$ cat src/rtl/adder_tree_pkg.sv
// Shared definitions for the adder tree and its downstream stages: default
// widths derived from the tree adder width, the frame accumulator state
// encoding and the published frame result record.
package adder_tree_pkg;

  // Width of each tree adder operand; the registered tree sum carries one extra bit.
  localparam int ADDER_WIDTH   = 19;
  localparam int IN_WIDTH_DEF  = ADDER_WIDTH + 1;
  localparam int ACC_WIDTH_DEF = 32;
  localparam int MAX_COUNT_DEF = 256;

  // Bits needed for a beat counter that must reach max_count itself.
  function automatic int cnt_bits(input int max_count);
    return $clog2(max_count + 1);
  endfunction

  localparam int CNT_WIDTH_DEF = cnt_bits(MAX_COUNT_DEF);

  // IDLE: no partial frame held. ACCUM: acc/cnt hold a partial frame.
  typedef enum logic [0:0] {
    IDLE  = 1'b0,
    ACCUM = 1'b1
  } accum_state_t;

  // Frame result as published at the default widths.
  typedef struct packed {
    logic [ACC_WIDTH_DEF-1:0] acc;
    logic [CNT_WIDTH_DEF-1:0] count;
    logic                     ovf;
  } accum_result_t;

endpackage

$ cat src/rtl/adder_tree_accum_sat_add.sv
// Unsigned saturating adder: adds at one bit wider than the operands and
// clamps to all ones when the extra bit is set, reporting that as carry.
module sat_add #(
  parameter int WIDTH = 32
) (
  input  logic [WIDTH-1:0] a,
  input  logic [WIDTH-1:0] b,
  output logic [WIDTH-1:0] sum,
  output logic             carry
);

  logic [WIDTH:0] full_sum;

  assign full_sum = {1'b0, a} + {1'b0, b};
  assign carry    = full_sum[WIDTH];
  assign sum      = carry ? '1 : full_sum[WIDTH-1:0];

endmodule

$ cat src/rtl/adder_tree_accum.sv
// Frame accumulator behind the adder tree. Beats of the tree sum are added
// into a saturating accumulator until in_last or MAX_COUNT beats close the
// frame; the total, beat count and overflow flag are then held in a single
// valid/ready output register. A close and a consume in the same cycle
// replace the held result, so single-beat frames stream at full rate.
module adder_tree_accum
  import adder_tree_pkg::*;
#(
  parameter int IN_WIDTH  = IN_WIDTH_DEF,
  parameter int ACC_WIDTH = ACC_WIDTH_DEF,
  parameter int MAX_COUNT = MAX_COUNT_DEF,
  parameter int CNT_WIDTH = CNT_WIDTH_DEF
) (
  input  logic                 clk,
  input  logic                 rst_n,
  input  logic                 in_valid,
  output logic                 in_ready,
  input  logic [IN_WIDTH-1:0]  in_sum,
  input  logic                 in_last,
  output logic                 out_valid,
  input  logic                 out_ready,
  output logic [ACC_WIDTH-1:0] out_acc,
  output logic [CNT_WIDTH-1:0] out_count,
  output logic                 out_ovf
);

  accum_state_t         state;
  logic [ACC_WIDTH-1:0] acc;
  logic [CNT_WIDTH-1:0] cnt;
  logic                 ovf_int;

  logic                 accept;
  logic                 close;
  logic                 carry;
  logic [ACC_WIDTH-1:0] acc_prev;
  logic [ACC_WIDTH-1:0] acc_next;
  logic [ACC_WIDTH-1:0] sum_zext;
  logic [CNT_WIDTH-1:0] cnt_next;
  logic                 ovf_next;

  // Input is blocked only while a result is held and not being taken now.
  assign in_ready = !(out_valid && !out_ready);
  assign accept   = in_valid && in_ready;

  // A beat seen in IDLE starts a fresh frame, so nothing carries over from acc/cnt/ovf_int.
  assign acc_prev = (state == ACCUM) ? acc : '0;
  assign sum_zext = ACC_WIDTH'(in_sum);
  assign cnt_next = (state == ACCUM) ? cnt + CNT_WIDTH'(1) : CNT_WIDTH'(1);
  assign ovf_next = ((state == ACCUM) && ovf_int) || carry;

  // in_last and the beat limit landing together still give a single close.
  assign close = accept && (in_last || (cnt_next == CNT_WIDTH'(MAX_COUNT)));

  sat_add #(
    .WIDTH (ACC_WIDTH)
  ) u_sat_add (
    .a     (acc_prev),
    .b     (sum_zext),
    .sum   (acc_next),
    .carry (carry)
  );

  // Partial-frame state: advances only on accepted beats, clears on close.
  always_ff @(posedge clk) begin
    // NOTE: sequential state uses non-blocking assignments so every register
    // samples pre-edge values regardless of statement order.
    if (!rst_n) begin
      state   <= IDLE;
      acc     <= '0;
      cnt     <= '0;
      ovf_int <= 1'b0;
    end else if (accept) begin
      if (close) begin
        state   <= IDLE;
        acc     <= '0;
        cnt     <= '0;
        ovf_int <= 1'b0;
      end else begin
        state   <= ACCUM;
        acc     <= acc_next;
        cnt     <= cnt_next;
        ovf_int <= ovf_next;
      end
    end
  end

  // Output register: loaded on close, released by a consume without a close.
  always_ff @(posedge clk) begin
    if (!rst_n) begin
      out_valid <= 1'b0;
      out_acc   <= '0;
      out_count <= '0;
      out_ovf   <= 1'b0;
    end else if (close) begin
      out_valid <= 1'b1;
      out_acc   <= acc_next;
      out_count <= cnt_next;
      out_ovf   <= ovf_next;
    end else if (out_valid && out_ready) begin
      out_valid <= 1'b0;
    end
  end

endmodule

$ cat config.mk
export PLATFORM = sky130hd
export DESIGN_NAME = adder_tree_accum
export DESIGN_NICKNAME = d
export VERILOG_FILES = /design/src/rtl/adder_tree_pkg.sv /design/src/rtl/adder_tree_accum_sat_add.sv /design/src/rtl/adder_tree_accum.sv
export SDC_FILE = /design/constraint.sdc
export NUM_CORES = 1
export LEC_CHECK = 0
export ABC_AREA = 1
export ABC_CLOCK_PERIOD_IN_PS = 3000
export CORE_MARGIN = 4
export CORE_UTILIZATION = 42
export DETAILED_ROUTE_END_ITERATION = 8
export PLACE_DENSITY = 0.65
export SLEW_MARGIN = 20
export SYNTH_ARGS = -nofsm -noshare
export SYNTH_HDL_FRONTEND = slang
export SYNTH_SLANG_ARGS = --single-unit
$ cat constraint.sdc
create_clock -name clk -period 3 [get_ports clk]
set_input_delay 0.6 -clock clk [delete_from_list [all_inputs] [get_ports clk]]
set_output_delay 0.6 -clock clk [all_outputs]
set_load 0.01 [all_outputs]
==> results.sh, run 1 <==
export IMPL_grt_pass1_vias=5478
export IMPL_num_nets_final=1084
export IMPL_leakagePower_nw=3.52
export IMPL_antenna_left=0
export IMPL_synth_seq_cells=86
export IMPL_dpl_instance_area_um2=6620
export IMPL_finClkSkew_ns=0.00769
export IMPL_finalHoldViolCount=0
export IMPL_clockBufferDepth=2
export IMPL_die_width_um=124
export IMPL_peakVddDrop_mv=0.306
export IMPL_drv_cap=0
export IMPL_root_buffer="clkbuf_16"
export IMPL_hold_path_depth=2
export IMPL_dieArea_um2=15300
export IMPL_yosys_area_top_type_share=0.306
export IMPL_numCtsBuffers=9
export IMPL_drc=0
export IMPL_crit_type="flop to flop"
export IMPL_slew_headroom=0.502
export IMPL_r2r_cells=11
export IMPL_fin_util=0.525
export IMPL_rsz0062_at_grt="no"
export IMPL_core_area_um2=13200
export IMPL_io_buffers=68
export IMPL_synth_nets=1003
export IMPL_stdcell_count=1218
export IMPL_cts_htree_levels=3
export IMPL_rrSetupSlack_ns=0.27
export IMPL_synth_cell_area_um2=5630
export IMPL_ys_types=33
export IMPL_synth_top_cell_by_area="dfxtp_1"
export IMPL_ys_warnings_count=0
export IMPL_place_inst=1201
export IMPL_drt_initial_drc_count=499
export IMPL_setup_violations=0
export IMPL_die_h_um=124
export IMPL_timing_rr_start="cnt[0]"
export IMPL_synthCells=956
export IMPL_rows=42
export IMPL_start_util=0.427
export IMPL_setup_worst_path_start_class="flop"
export IMPL_dp_final_hpwl_um=13500
export IMPL_cts_setup_buffers=0
export IMPL_outcome="completed"
export IMPL_clock_sinks=86
export IMPL_tightest_slew_ns=0.746
export IMPL_grt_pass1_wl_um=27400
export IMPL_end_kind="flop"
export IMPL_cts_clk_slew_worst_paths_ns=0.06
export IMPL_worstPathArrival_ns=3.02
export IMPL_period_needed_ns=2.73
export IMPL_avgRoutedWirePerCell_um=14.4
export IMPL_slew_violations=0
export IMPL_num_io_pins=69
export IMPL_min_path_type="flop to flop"
export IMPL_totalWireLength_um=17500
export IMPL_cts_tree="yes"
export IMPL_hold_buffers=0
export IMPL_diodes=0
export IMPL_synth_area_leaders="dfxtp_1 (31%), nand2_1 (24%), nand3_1 (9.3%)"
export IMPL_gp_congestion=0.978
export IMPL_drive_gt1_frac=0.0633
export IMPL_syn2layout_area_growth_pct=23.1
export IMPL_grt_max_degree=47
export IMPL_antenna_found_initial=0
export IMPL_first_pass_iters=6
export IMPL_worstSkewPairLatency_ns=0.35
export IMPL_reg2reg_to="out_acc[3]"
export IMPL_grt_overflow_total=0
export IMPL_min_to="acc[18]"
export IMPL_synth_seq_area_share=0.306
export IMPL_crit_fanout=24
export IMPL_grt_usage=0.231
export IMPL_pwr_density_cell_nw_per_um2=388
export IMPL_vias_per_cell=4.95
export IMPL_dpl_worst_slack_ns=-0.0112
export IMPL_setup_slack_ns=0.265
export IMPL_required_ns=3.29
export IMPL_fin_area_um2=6930
export IMPL_min_delay_start="acc[18]"
export IMPL_avgSynthCellArea_um2=5.89
export IMPL_cts_resized=0
export IMPL_vias=6027
export IMPL_fmax_mhz=366
export IMPL_period_share=0.912
-- worst max-delay path by stage --
stage	from	endpoint	cells after the start	slack, ns
4_1_cts	cnt[0]	out_acc[2]	11	0.25
5_1_grt	cnt[0]	out_acc[28]	11	0.04
2_1_floorplan	state	acc[7]	19	0.25
3_3_place_gp	in_sum[0]	acc[1]	14	0.01
3_5_place_dp	in_sum[0]	acc[3]	14	-0.01
6_report	cnt[0]	out_acc[3]	11	0.27
-- stage by stage --
step	hold WS, ns	setup TNS, ns	power [mW]
6_report	0.464	0	2.69
5_1_grt	0.482	0	2.79
4_1_cts	0.465	0	2.70
3_5_place_dp	0.455	-0.0550	1.58
3_3_place_gp	0.455	0	1.58
2_1_floorplan	0.445	0	1.43
-- layout make-up --
class | instances | area [um2]
clock buffer | 11 | 243
clock inverter | 5 | 58.8
fill | 1394 | 6260
inverter | 134 | 503
multi-input combinational | 705 | 3240
sequential | 86 | 1720
tap | 176 | 220
timing repair buffer | 101 | 941
-- power by group --
part	internal (mW)	leakage, nW	total (mW)	switching [mW]
clock network	0.668	0.142	1.13	0.461
logic	0.148	2.68	0.366	0.218
registers	1.17	0.698	1.19	0.0195
total	1.99	3.52	2.69	0.698
-- cells by family (layout without fill, tap and decap cells) --
group | count (synthesis) | in the layout | share of synthesized area
AOI/OAI and AO/OA | 73 | 73 | 0.0692
xor gates and xnor gates | 10 | 10 | 0.0156
adders and majority gates | 22 | 22 | 0.0503
buffers and inverters | 166 | 251 | 0.120
DFF | 86 | 86 | 0.306
and+or+nand+nor | 599 | 600 | 0.439
-- critical path, cell delays in order (launching register included) --
cell and delay (ns):
dfxtp_1 0.45, ha_1 0.25, nand3_1 0.13, nor3_2 0.17, nor2_1 0.06, nor2_1 0.28
nand3_2 0.16, nand2_2 0.10, nand2_4 0.19, nor2_2 0.66, nand2_1 0.13, nand2_1 0.08
-- placed cells by master, fill, tap and decap left out, types with 5 or more instances in the layout --
cell	count
nand2_1	364
inv_1	131
nand3_1	105
nor2_1	96
dfxtp_1	86
clkdlybuf4s50_1	68
a21oi_1	49
buf_4	32
ha_1	21
o21ai_1	10
xor2_1	9
clkbuf_16	9
nor3_1	8
nand4_1	8
or2_2	7
o21a_1	6
o21ai_0	5
-- cell usage after synthesis --
cell type,number
nand4_1,8
xor2_1,9
nor3_1,8
clkinv_1,2
fa_1,1
inv_2,1
clkbuf_1,15
ha_1,21
and3_1,1
buf_2,10
nor2_4,1
a21oi_2,1
o21a_1,6
nand3_1,105
nand2_2,3
nand3_2,1
xnor2_1,1
buf_4,2
o21ai_1,10
dfxtp_1,86
nor2_1,96
and2_1,2
nand2_1,364
o21ai_0,5
or2_2,7
buf_1,1
buf_6,4
inv_1,131
nand2_4,1
nor3_2,1
nor2_2,1
o21bai_1,2
a21oi_1,49
-- per-layer routing --
| metal | track usage | wire [um] |
|---|---|---|
| met5 | 0 | 0 |
| met4 | 0.0851 | 579 |
| met3 | 0.0418 | 918 |
| met2 | 0.375 | 7990 |
| met1 | 0.307 | 8040 |
-- state kept, by name, indices dropped and copies added (netlist names) --
name / cells
ovf_int: 1
cnt: 9
out_ovf: 1
acc: 32
out_count: 9
out_acc: 32
out_valid: 1
state: 1
Power figures use the tool's default switching activity.
==> run 2: changes to the inputs <==
--- a/config.mk
+++ b/config.mk
@@ -8,9 +8,10 @@
 export ABC_AREA = 1
 export ABC_CLOCK_PERIOD_IN_PS = 3000
 export CORE_MARGIN = 4
-export CORE_UTILIZATION = 42
+export CORE_UTILIZATION = 50
 export DETAILED_ROUTE_END_ITERATION = 8
-export PLACE_DENSITY = 0.65
+export PLACE_DENSITY = 0.75
+export SETUP_SLACK_MARGIN = 0.02
 export SLEW_MARGIN = 20
 export SYNTH_ARGS = -nofsm -noshare
 export SYNTH_HDL_FRONTEND = slang
==> results.sh, run 2 (synthesis gave the netlist of run 1 again) <==
export IMPL_start_util=0.515
export IMPL_grt_overflow_total=0
export IMPL_pwr_share_seq=0.425
export IMPL_clock_sinks=86
export IMPL_first_pass_iters=5
export IMPL_clock_power_share=0.442
export IMPL_gp_congestion=0.991
export IMPL_place_inst=1166
export IMPL_pwr_density_cell_nw_per_um2=406
export IMPL_period_share=0.933
export IMPL_slew_violations=0
export IMPL_required_ns=3.19
export IMPL_finClkSkew_ns=0.00675
export IMPL_cts_clk_slew_worst_paths_ns=0.06
export IMPL_multi_input_area_um2=3230
export IMPL_cts_tree="yes"
export IMPL_dp_final_hpwl_um=12900
export IMPL_final_setup_tns_ns=0
export IMPL_hold_path_depth=2
export IMPL_drc=0
export IMPL_crit_type="primary input to flop"
export IMPL_fmax_mhz=357
export IMPL_diodes=0
export IMPL_cts_setup_buffers=0
export IMPL_finalHoldViolCount=0
export IMPL_largest_registers="acc (32), out_acc (32)"
export IMPL_r2r_cells=15
export IMPL_netSwitchingPower_uw=705
export IMPL_combPwrFrac=0.132
export IMPL_drive_gt1_frac=0.0653
export IMPL_vias=6069
export IMPL_grt_pass1_wl_um=27400
export IMPL_grt_usage=0.263
export IMPL_total_power_mw=2.80
export IMPL_rsz0062_at_grt="no"
export IMPL_crit_fanout=15
export IMPL_antenna_found_initial=0
export IMPL_setup_slack_ns=0.202
export IMPL_numCtsBuffers=9
export IMPL_drt_initial_drc_count=530
export IMPL_totalWireLength_um=16900
export IMPL_clockBufferDepth=2
export IMPL_seqCellArea_um2=1720
export IMPL_layout_common_cells="nand2_1 (364), inv_1 (131), nand3_1 (105), nor2_1 (96), dfxtp_1 (85)"
export IMPL_leakagePower_nw=3.55
export IMPL_internal_power_mw=2.10
export IMPL_die_width_um=114
export IMPL_period_needed_ns=2.80
export IMPL_final_common_cell="nand2_1"
export IMPL_core_area_um2=10900
export IMPL_fillers=1085
export IMPL_cts_htree_levels=3
export IMPL_stdcell_count=1182
export IMPL_io_buffers=68
export IMPL_tightest_slew_ns=0.618
export IMPL_slew_headroom=0.587
export IMPL_grt_max_degree=47
export IMPL_end_kind="flop"
export IMPL_root_buffer="clkbuf_16"
export IMPL_setup_violations=0
export IMPL_drv_cap=0
export IMPL_num_io_pins=69
export IMPL_num_nets_final=1084
export IMPL_syn2layout_area_growth_pct=22.9
export IMPL_setup_worst_path_start_class="primary input"
export IMPL_outcome="completed"
export IMPL_vias_per_cell=5.13
export IMPL_avgRoutedWirePerCell_um=14.3
export IMPL_fin_util=0.632
export IMPL_dieArea_um2=13000
export IMPL_swShare=0.251
export IMPL_peakVddDrop_mv=0.291
export IMPL_rows=38
export IMPL_dpl_worst_slack_ns=-0.120
export IMPL_worstPathArrival_ns=2.99
export IMPL_grt_pass1_vias=5543
export IMPL_min_path_type="flop to flop"
export IMPL_antenna_left=0
export IMPL_die_h_um=114
export IMPL_worstSkewPairLatency_ns=0.34
==> run 2: path summary, 6_finish.rpt <==
check        startpoint  endpoint  slack, ns
max reg2reg       state    acc[6]       0.37
min reg2reg     acc[22]   acc[22]       0.47
max           in_sum[0]    acc[6]       0.20
min             acc[22]   acc[22]       0.47
==> run 2: per-stage QoR <==
step / cell area (um2) / hold slack (ns)
3_5_place_dp: 6580 / 0.456
4_1_cts: 6910 / 0.466
3_3_place_gp: 6580 / 0.453
5_1_grt: 6920 / 0.483
2_1_floorplan: 5630 / 0.445
6_report: 6920 / 0.468
==> run 2: what timing repair did <==
action                     in CTS  in global routing
resized for setup               0                  1
hold buffers                    0                  0
hold endpoints to repair        0                  0
setup endpoints to repair       0                  9
==> run 2: metal layers <==
layer | part of all wire | up-vias | GRT usage
met5 | 0 | - | 0
met4 | 0.034 | 0 | 0.0974
met3 | 0.061 | 35 | 0.0349
met2 | 0.46 | 205 | 0.427
met1 | 0.45 | 2696 | 0.357
li1 | - | 3133 | -
==> run 2: cell type report <==
class                   count  area share
clock buffers              11      0.0365
clock inverters             5      0.0118
flip-flops and latches     86       0.249
well taps                 140      0.0253
multi-input cells         704       0.467
inverters                 134      0.0727
repair buffers            102       0.137
==> run 2: power by group through the flow <==
| stage | sequential [mW] | clock, mW | combinational, mW |
|---|---|---|---|
| CTS | 1.19 | 1.25 | 0.369 |
| global placement | 1.22 | 0 | 0.365 |
| global route | 1.20 | 1.30 | 0.407 |
| finish | 1.19 | 1.24 | 0.371 |
| floorplan | 1.22 | 0 | 0.206 |
| detailed placement | 1.22 | 0 | 0.366 |
==> run 2: worst max-delay path, stage by stage <==
cell	delay, ns
clkdlybuf4s50_1	0.40
ha_1	0.23
fa_1	0.41
nand3_1	0.11
nand3_1	0.12
nand2_1	0.08
nand2_1	0.10
nand2_1	0.10
nand2_1	0.07
nand2_1	0.07
nand2_2	0.19
or2_2	0.35
nand2_1	0.07
a21oi_1	0.08
